File: config.mk
export PLATFORM = sky130hd
export DESIGN_NAME = spi_peripheral_flat
export DESIGN_NICKNAME = d
export VERILOG_FILES = /design/src/rtl/spi_peripheral_pkg.sv /design/src/rtl/spi_peripheral_if.sv /design/src/rtl/spi_half_period_timer.sv /design/src/rtl/spi_peripheral.sv /design/src/flat_wrapper.sv
export SDC_FILE = /design/constraint.sdc
export NUM_CORES = 1
export LEC_CHECK = 0
export CAP_MARGIN = 30
export CORE_UTILIZATION = 43
export CTS_BUF_LIST = sky130_fd_sc_hd__clkbuf_8
export DETAILED_ROUTE_END_ITERATION = 6
export PLACE_DENSITY = 0.8
export SLEW_MARGIN = 10
export SYNTH_ARGS = -nofsm -noshare
export SYNTH_HDL_FRONTEND = slang
export SYNTH_SLANG_ARGS = --single-unit
File: constraint.sdc
create_clock -name raw_clk -period 2.6 [get_ports raw_clk]
set_input_delay 0.65 -clock raw_clk [delete_from_list [all_inputs] [get_ports raw_clk]]
set_output_delay 0.65 -clock raw_clk [all_outputs]
set_load 0.01 [all_outputs]
File: src/rtl/spi_peripheral_pkg.sv
// Shared constants for the memory-mapped SPI master: register offsets,
// STATUS bit positions and transfer-engine state encoding.
package spi_peripheral_pkg;

   localparam logic [1:0] REG_TX     = 2'd0;
   localparam logic [1:0] REG_RX     = 2'd1;
   localparam logic [1:0] REG_CTRL   = 2'd2;
   localparam logic [1:0] REG_STATUS = 2'd3;

   localparam int ST_BUSY = 0;
   localparam int ST_RXV  = 1;
   localparam int ST_OVF  = 2;

   localparam logic [2:0] S_IDLE = 3'd0;
   localparam logic [2:0] S_LOAD = 3'd1;
   localparam logic [2:0] S_LOW  = 3'd2;
   localparam logic [2:0] S_HIGH = 3'd3;
   localparam logic [2:0] S_DONE = 3'd4;

endpackage

File: src/rtl/spi_peripheral_if.sv
// Memory-bus contract between the CPU core (master) and the SPI responder (slave).
interface spi_peripheral_if #(parameter int ADDR_WIDTH = 4);

   logic [ADDR_WIDTH-1:0] address;
   logic [31:0]           data_in;
   logic [3:0]            write_mask;
   logic [31:0]           data_out;
   logic                  bus_enable;
   logic                  write_enable;

   modport master (
      output address, data_in, write_mask, bus_enable, write_enable,
      input  data_out
   );

   modport slave (
      input  address, data_in, write_mask, bus_enable, write_enable,
      output data_out
   );

endinterface

File: src/rtl/spi_half_period_timer.sv
// Reloadable down-counter; tick is high while the count sits at zero, so a
// reload with divisor d yields a tick every d+1 cycles.
module spi_half_period_timer (
   input  logic       raw_clk,
   input  logic       button_reset,
   input  logic [7:0] divisor,
   input  logic       reload,
   output logic       tick
);

   logic [7:0] cnt;

   always_ff @(posedge raw_clk or negedge button_reset) begin
      if (!button_reset)     cnt <= 8'd0;
      else if (reload)       cnt <= divisor;
      else if (cnt != 8'd0)  cnt <= cnt - 8'd1;
   end

   assign tick = (cnt == 8'd0);

endmodule

File: src/rtl/spi_peripheral.sv
// Memory-mapped SPI mode-0 master: register decode, edge-detected writes,
// registered reads and an 8-bit MSB-first shift engine.
module spi_peripheral
   import spi_peripheral_pkg::*;
#(
   parameter int         ADDR_WIDTH      = 4,
   parameter logic [7:0] DIVISOR_DEFAULT = 8'd3
) (
   input  logic             raw_clk,
   input  logic             button_reset,
   spi_peripheral_if.slave  bus,
   output logic             spi_clk,
   output logic             spi_mosi,
   input  logic             spi_miso,
   output logic             spi_cs
);

   logic [ADDR_WIDTH-1:0] addr;
   logic [1:0]  sel;
   logic [2:0]  state;
   logic [7:0]  tx_shift, rx_shift, rx_data, divisor;
   logic [2:0]  bit_cnt;
   logic        cs_q, rx_valid, overflow, we_q;
   logic        wr_req, wr_stb, busy, tx_wr, tx_start;
   logic        ctrl_wr_lo, ctrl_wr_hi, st_wr;
   logic        tick, reload;
   logic [31:0] rdata;
   logic        unused_ok;

   assign addr = bus.address;
   assign sel  = addr[3:2];

   // The core holds its strobes for two raw_clk cycles; act on the first only.
   assign wr_req     = bus.bus_enable & bus.write_enable;
   assign wr_stb     = wr_req & ~we_q;
   assign busy       = (state != S_IDLE);
   assign tx_wr      = wr_stb & (sel == REG_TX) & ~bus.write_mask[0];
   assign tx_start   = tx_wr & ~busy;
   assign ctrl_wr_lo = wr_stb & (sel == REG_CTRL) & ~bus.write_mask[0];
   assign ctrl_wr_hi = wr_stb & (sel == REG_CTRL) & ~bus.write_mask[1];
   assign st_wr      = wr_stb & (sel == REG_STATUS) & ~bus.write_mask[0];

   assign reload = (state == S_LOAD) |
                   (((state == S_LOW) | (state == S_HIGH)) & tick);

   spi_half_period_timer u_timer (
      .raw_clk      (raw_clk),
      .button_reset (button_reset),
      .divisor      (divisor),
      .reload       (reload),
      .tick         (tick)
   );

   always_ff @(posedge raw_clk or negedge button_reset) begin
      if (!button_reset) begin
         state    <= S_IDLE;
         tx_shift <= 8'd0;
         rx_shift <= 8'd0;
         bit_cnt  <= 3'd0;
         spi_clk  <= 1'b0;
         spi_mosi <= 1'b0;
      end else begin
         case (state)
            S_IDLE: if (tx_start) begin
               tx_shift <= bus.data_in[7:0];
               state    <= S_LOAD;
            end
            S_LOAD: begin
               spi_mosi <= tx_shift[7];
               bit_cnt  <= 3'd7;
               state    <= S_LOW;
            end
            S_LOW: if (tick) begin
               spi_clk  <= 1'b1;
               rx_shift <= {rx_shift[6:0], spi_miso};
               state    <= S_HIGH;
            end
            S_HIGH: if (tick) begin
               spi_clk <= 1'b0;
               if (bit_cnt == 3'd0) begin
                  state <= S_DONE;
               end else begin
                  tx_shift <= {tx_shift[6:0], 1'b0};
                  spi_mosi <= tx_shift[6];
                  bit_cnt  <= bit_cnt - 3'd1;
                  state    <= S_LOW;
               end
            end
            S_DONE: begin
               spi_mosi <= 1'b0;
               state    <= S_IDLE;
            end
            default: state <= S_IDLE;
         endcase
      end
   end

   // Flag updates: a hardware set outranks a same-cycle W1C clear.
   always_ff @(posedge raw_clk or negedge button_reset) begin
      if (!button_reset) begin
         we_q     <= 1'b0;
         divisor  <= DIVISOR_DEFAULT;
         cs_q     <= 1'b1;
         rx_data  <= 8'd0;
         rx_valid <= 1'b0;
         overflow <= 1'b0;
      end else begin
         we_q <= wr_req;
         if (ctrl_wr_lo) divisor <= bus.data_in[7:0];
         if (ctrl_wr_hi) cs_q    <= bus.data_in[8];
         if (state == S_DONE) rx_data <= rx_shift;

         if (state == S_DONE)                      rx_valid <= 1'b1;
         else if (tx_start)                        rx_valid <= 1'b0;
         else if (st_wr && bus.data_in[ST_RXV])    rx_valid <= 1'b0;

         if (tx_wr && busy)                        overflow <= 1'b1;
         else if (st_wr && bus.data_in[ST_OVF])    overflow <= 1'b0;
      end
   end

   always_comb begin
      rdata = 32'd0;
      case (sel)
         REG_RX:     rdata[7:0] = rx_data;
         REG_CTRL:   rdata[8:0] = {cs_q, divisor};
         REG_STATUS: begin
            rdata[ST_BUSY] = busy;
            rdata[ST_RXV]  = rx_valid;
            rdata[ST_OVF]  = overflow;
         end
         default:    rdata = 32'd0;
      endcase
   end

   always_ff @(posedge raw_clk or negedge button_reset) begin
      if (!button_reset)                           bus.data_out <= 32'd0;
      else if (bus.bus_enable && !bus.write_enable) bus.data_out <= rdata;
   end

   assign spi_cs = cs_q;

   assign unused_ok = &{1'b0, addr, bus.data_in[31:9], bus.write_mask[3:2]};

endmodule

File: src/flat_wrapper.sv
// flat-port wrapper written by rule: the top's interface ports become plain ports
module spi_peripheral_flat import spi_peripheral_pkg::*;
#(
   parameter int         ADDR_WIDTH      = 4,
   parameter logic [7:0] DIVISOR_DEFAULT = 8'd3
)
  (raw_clk, button_reset, spi_clk, spi_mosi, spi_miso, spi_cs, bus_address, bus_data_in, bus_write_mask, bus_bus_enable, bus_write_enable, bus_data_out);
  spi_peripheral_if #(.ADDR_WIDTH(ADDR_WIDTH)) bus_i ();
  input  logic raw_clk;
  input  logic button_reset;
  output logic spi_clk;
  output logic spi_mosi;
  input  logic spi_miso;
  output logic spi_cs;
  input wire logic [$bits(bus_i.address)-1:0] bus_address;
  input wire logic [$bits(bus_i.data_in)-1:0] bus_data_in;
  input wire logic [$bits(bus_i.write_mask)-1:0] bus_write_mask;
  input wire logic [$bits(bus_i.bus_enable)-1:0] bus_bus_enable;
  input wire logic [$bits(bus_i.write_enable)-1:0] bus_write_enable;
  output wire logic [$bits(bus_i.data_out)-1:0] bus_data_out;
  assign bus_i.address = bus_address;
  assign bus_i.data_in = bus_data_in;
  assign bus_i.write_mask = bus_write_mask;
  assign bus_i.bus_enable = bus_bus_enable;
  assign bus_i.write_enable = bus_write_enable;
  assign bus_data_out = bus_i.data_out;
  spi_peripheral #(.ADDR_WIDTH(ADDR_WIDTH), .DIVISOR_DEFAULT(DIVISOR_DEFAULT)) u_core (.raw_clk(raw_clk), .button_reset(button_reset), .bus(bus_i), .spi_clk(spi_clk), .spi_mosi(spi_mosi), .spi_miso(spi_miso), .spi_cs(spi_cs));
endmodule
# [Yosys cells after proc, flatten, opt, wreduce, memory -nomap -nowiden]
# Index checks and enable logic that the tools add are counted.
[op_classes] n_addsub=2 n_mul=0 div_mod_pow=0 magnitude_cmp=0 eq_ne=11 shift=0 muxes=28 bitwise_logic=17 reduce_logical=24
[ops] cell="$mux 8" count=5
[ops] cell="$mux 3" count=6
[ops] cell="$pmux 8 s2" count=1
[ops] cell="$pmux 3 s4" count=1
[ops] cell="$reduce_and 3->1" count=4
[ops] cell="$and 1x1->1" count=11
[ops] cell="$mux 1" count=10
[ops] cell="$pmux 5 s2" count=1
[ops] cell="$reduce_bool 2->1" count=5
[ops] cell="$pmux 3 s3" count=1
[ops] cell="$reduce_bool 3->1" count=3
[ops] cell="$logic_not 8->1" count=1
[ops] cell="$reduce_bool 8->1" count=1
[ops] cell="$sub 8x1->8 const B" count=1
[ops] cell="$eq 3x2->1 const B" count=2
[ops] cell="$logic_not 3->1" count=2
[ops] cell="$ne 2x1->1 const B" count=3
[ops] cell="$pmux 3 s2" count=1
[ops] cell="$eq 2x2->1 const B" count=2
[ops] cell="$logic_and 1x1->1" count=4
[ops] cell="$not 1->1" count=4
[ops] cell="$reduce_and 4->1" count=1
[ops] cell="$eq 3x1->1 const B" count=1
[ops] cell="$eq 3x3->1 const B" count=1
[ops] cell="9 further kinds" count=10
[totals] ff_bits=61 latch_bits=0 ram_bits=0 romBits=0 inputBits=45 output_inout_bits=35 n_memories=0

# [Depth between registers and ports, before layout]
[depth] depth_word=8 depth_mapped=7 ltp_nobuf=6

# [By module]
# From an unflattened synthesis, not the netlist that was laid out.
[unflattened] hier_cells=267 hier_area_um2=3136.8
[by_module_without_submodules] module="spi_peripheral" instances=1 cells_per_inst=213 area_each_um2=2660.1
[by_module_without_submodules] module="spi_half_period_timer" instances=1 cells_per_inst=54 area_each_um2=476.7

# [Worst setup path before layout]
# OpenSTA, ideal clock, no wires.
[synth_timing] kind="input port to flip-flop" startpoint="input bus_address[2]" endpoint="register u_core.tx_shift[1]" setup_ns=0.125 arrival_ns=1.911 slack_ns=0.564 stages=7 n_path_buf=1 cell_sequence="inv_1 > ha_1 > nor4b_1 > and2_1 > o22a_1 > buf_4 > mux2_2"
[synth_between] elab_chain_len=6
[synth_lines] item="from (decl)" line_no="flat_wrapper.sv:15" text="input wire logic [$bits(bus_i.address)-1:0] bus_address;"
[synth_lines] item="$logic_not 2->1" line_no="spi_peripheral.sv:37" text="assign tx_wr = wr_stb & (sel == REG_TX) & ~bus.write_mask[0];"
[synth_lines] item="$and 1x1->1 (2 in series)" line_no="spi_peripheral.sv:37"
[synth_lines] item="$and 1x1->1" line_no="spi_peripheral.sv:38" text="assign tx_start = tx_wr & ~busy;"
[synth_lines] item="$ne 2x1->1 (no source line)"
[synth_lines] item="$reduce_and 4->1 (no source line)"
[synth_lines] item="to (signal assigned)" line_no="spi_peripheral.sv:65" text="tx_shift <= bus.data_in[7:0];"
[synth_lines] item="to (signal assigned)" line_no="spi_peripheral.sv:83" text="tx_shift <= {tx_shift[6:0], 1'b0};"
[synth_lines] item="to (decl)" line_no="spi_peripheral.sv:21" text="logic [7:0] tx_shift, rx_shift, rx_data, divisor;"
# No other way between the ends.
# A chain may end at the register's enable or synchronous reset.

# [Worst setup path in the final report]
[layout_timing] startpoint="input bus_address[3]" endpoint="register u_core.tx_shift[2]"
# The elaborated chain is that of the path after synthesis.

==> flow_metrics.py <==
metrics = {
    "final_layout": {
        "nNetsFinal": 374,
        "seq_area_sq_mm": 0.00153,
        "fin_cells": 421,
        "area_delta_synth_final_pct": 17.2,
        "diodes": 0,
        "postLayoutCellArea_sq_mm": 0.00369,
        "fill_cells": 604,
        "multi_input_area_sq_mm": 0.00144,
        "drive_above_1_share_pct": 22.5,
    },
    "floorplanning": {
        "ios": 80,
        "fp.coreArea_sq_mm": 0.00694,
        "die_w_microns": 87.5,
        "die_h_microns": 87.5,
        "die-area_sq_mm": 0.00766,
        "start_util_pct": 45.3,
        "row_count": 30,
    },
    "logic_synthesis": {
        "syn_avg_cell_area_sq_um": 11.3,
        "synth.most_common_cell": "dfrtp_1",
        "synth.area.top_cells": "dfrtp_1 46%, mux2_2 10%, buf_4 5.7%",
        "ys_warn_count": 0,
        "synth_seq_cells": 61,
        "synth_sequential_area_ratio_pct": 48.6,
        "ys_async_sr_fraction_pct": 100,
        "ys.flop_type": "dfrtp_1",
        "synth_cells": 278,
        "synth_cell_type_count": 48,
        "netlist_area_sq_mm": 0.00315,
        "synth_edf_count": 0,
        "synth_top_area_cell": "dfrtp_1",
        "synth_common_cells": "58 x dfrtp_1, 28 x mux2_2, 24 x buf_4, 24 x nand2_1, 21 x o21ai_0",
        "synth_top_cell_area_share_pct": 46.1,
    },
    "pwr": {
        "pwr-share-seq_pct": 47.1,
        "worst_ir_drop_vdd_mv": 0.392,
        "p_int_w": 0.00206,
        "power.density_mw_per_mm2": 839,
        "sw_frac_of_total_pct": 33.6,
        "switchingPower_w": 0.00104,
        "comb_power_share_pct": 30.7,
        "clkPwrFrac_pct": 22.2,
        "p_leak_nw": 1.71,
    },
    "clock_network": {
        "clk_pin_slew_ns": 0.06,
        "htreeDepth": 3,
        "cts_resized": 0,
        "post_cts_buffers": 0,
        "cts_buffer_depth": 2,
        "cts_tree": "built",
        "clkLatencyLatePin_ns": 0.33,
        "ctsHoldBuffers": 0,
        "clock-sinks": 61,
        "cts_made_buffers": 9,
        "ctsRootBufferMaster": "clkbuf_8",
    },
    "sta": {
        "worstMarginPinSlew_ns": 0.586,
        "hold_viol_final": 0,
        "fmax_ghz": 0.424,
        "fin_crit_sh_pct": 90.7,
        "slew_viol_final": 0,
        "fin_crit_ns": 2.36,
        "finClkSkew_ns": 0.00701,
        "relSlewSlack_pct": 60.9,
        "finalWorstSetupSlack_ns": 0.242,
        "grt_setup_unrepaired": "false",
        "finalSetupViolCount": 0,
    },
    "global_route": {
        "grt_usage_pct": 18.1,
        "grt_antenna_before_repair": 0,
        "overflow": 0,
        "grt_pass1_wl_microns": 10200,
        "grt_max_degree": 26,
        "grt_pass1_vias": 2075,
    },
    "critical_path": {
        "reg2reg_to": "u_core.rx_shift[6]",
        "cp_cell_sequence": "clkdlybuf4s50_1, inv_1, ha_1, nor4b_1, and2_1, o22a_1, buf_12, mux2_2",
        "worst_setup_path_end_kind": "register",
        "cp-startpoint": "bus_address[3]",
        "crit_slowest_cell": "clkdlybuf4s50_1",
        "reg2regPathDepth": 6,
        "r2r-start": "u_core.u_timer.cnt[0]",
        "required_ns": 2.82,
        "critPathMaxFanout": 8,
        "arrival_ns": 2.58,
        "worstSetupPathType": "in -> reg",
        "setup.worst_path.start_class": "input port",
        "reg2reg_slack_ns": 0.39,
        "slowest_delay_ns": 0.45,
    },
    "placement": {
        "gp_congestion": 0.795,
        "post_dp_cell_area_sq_mm": 0.00353,
        "dpl.cell_count": 405,
        "port_buffers": 29,
        "place_ws_ns": -0.110,
        "place_hpwl_microns": 4510,
    },
    "flow_run": {
        "drv_cap": 0,
    },
    "status": {
        "status": "finished, final reports clean",
    },
    "drt": {
        "num_vias": 2160,
        "drc": 0,
        "drt-wirelength-per-cell_microns": 14.2,
        "drtAntennaViolNets": 0,
        "vias_per_cell": 5.13,
        "drt_iter0_drc": 238,
        "finalWirelength_microns": 5990,
        "first_pass_iters": 6,
    },
    "min_path": {
        "min_path_type": "in -> async",
    },
}
-- area by class of cell --
class | instances | share of cell area [%]
Clock buffer | 10 | 3.73
Clock inverter | 6 | 0.678
Timing Repair Buffer | 43 | 10.9
Multi-Input combinational cell | 195 | 38.9
Sequential cell | 61 | 41.5
Tap cell | 96 | 3.26
Inverter | 10 | 1.02
-- routing by layer --
layer	GRT usage [%]	wire [microns]	vias to the layer above
met5	0	0	-
li1	-	-	1031
met3	5.09	281	11
met1	24.5	2730	1047
met4	9.39	153	0
met2	26.5	2830	71
-- flip-flops by register name (all words and copies together), names as in the netlist, 3 cells and up --
name	flops
u_core.rx_shift	8
u_core.state	3
u_core.bus.data_out	9
u_core.bit_cnt	3
u_core.rx_data	8
u_core.u_timer.cnt	8
u_core.tx_shift	8
u_core.divisor	8
-- per-stage QoR --
step | hold slack, ns | utilization (%) | power (W) | setup TNS [ns]
finish | 0.314 | 53.1 | 0.00310 | 0
global route | 0.332 | 53.1 | 0.00332 | 0
CTS | 0.303 | 53.1 | 0.00313 | 0
detailed placement | 0.471 | 50.8 | 0.00242 | -0.627
global placement | 0.460 | 50.8 | 0.00236 | -0.493
floorplan | 0.354 | - | 0.00210 | 0
-- worst max path at each step --
stage                          to  slack (ns)  depth (start not counted)
2_1_floorplan  u_core.tx_shift[1]        0.56                          7
3_3_place_gp   u_core.tx_shift[1]       -0.08                          8
3_5_place_dp   u_core.tx_shift[2]       -0.11                          8
4_1_cts        u_core.tx_shift[2]        0.24                          8
5_1_grt        u_core.tx_shift[2]        0.14                          8
6_report       u_core.tx_shift[2]        0.24                          8
-- logic make-up (layout without fill, tap and decap cells) --
| family | count (synthesis) | in the layout | share of synthesized area (%) |
|---|---|---|---|
| AOI/OAI and AO/OA | 51 | 51 | 10.9 |
| xor gates and xnor gates | 5 | 5 | 1.39 |
| adders and majority gates | 9 | 9 | 3.58 |
| buffers and inverters | 44 | 69 | 8.39 |
| DFF | 61 | 61 | 48.6 |
| muxes | 40 | 40 | 15.1 |
| other | 1 | 23 | 0.119 |
| and+or+nand+nor | 67 | 67 | 11.9 |
-- power groups by stage --
stage          Sequential (W)  Combinational [W]  Clock, W
2_1_floorplan         0.00139           0.000712         0
3_3_place_gp          0.00145           0.000920         0
3_5_place_dp          0.00147           0.000950         0
4_1_cts               0.00145           0.000956  0.000719
5_1_grt               0.00150            0.00107  0.000758
6_report              0.00146           0.000950  0.000688
-- placed cells by master, fill, tap and decap left out, types with 3 or more instances in the layout --
cell type and instances:
and2_1 4, dfrtp_1 58, o31ai_1 4, nor3_1 3, a22oi_1 7, a222oi_1 3
conb_1 23, buf_4 13, a21oi_1 4, nand2_1 24, mux2i_1 4, mux2_4 8
o21ai_0 21, ha_1 9, inv_1 14, clkbuf_8 10, mux2_2 28, nor2_1 8
xnor2_1 3, dfstp_2 3, nand3_1 5, clkdlybuf4s50_1 28, nor2b_1 3, nand2b_1 4
-- worst max-delay path, delay by kind of cell --
| kind | cells | cell delay, ns |
|---|---|---|
| buffers and inverters | 3 | 0.67 |
| AO/OA/AOI/OAI | 1 | 0.21 |
| multiplexers | 1 | 0.32 |
| AND/OR/NAND/NOR | 2 | 0.53 |
| adder cells (fa/ha/maj) | 1 | 0.18 |
No activity file was read; power rests on OpenSTA's default activity.
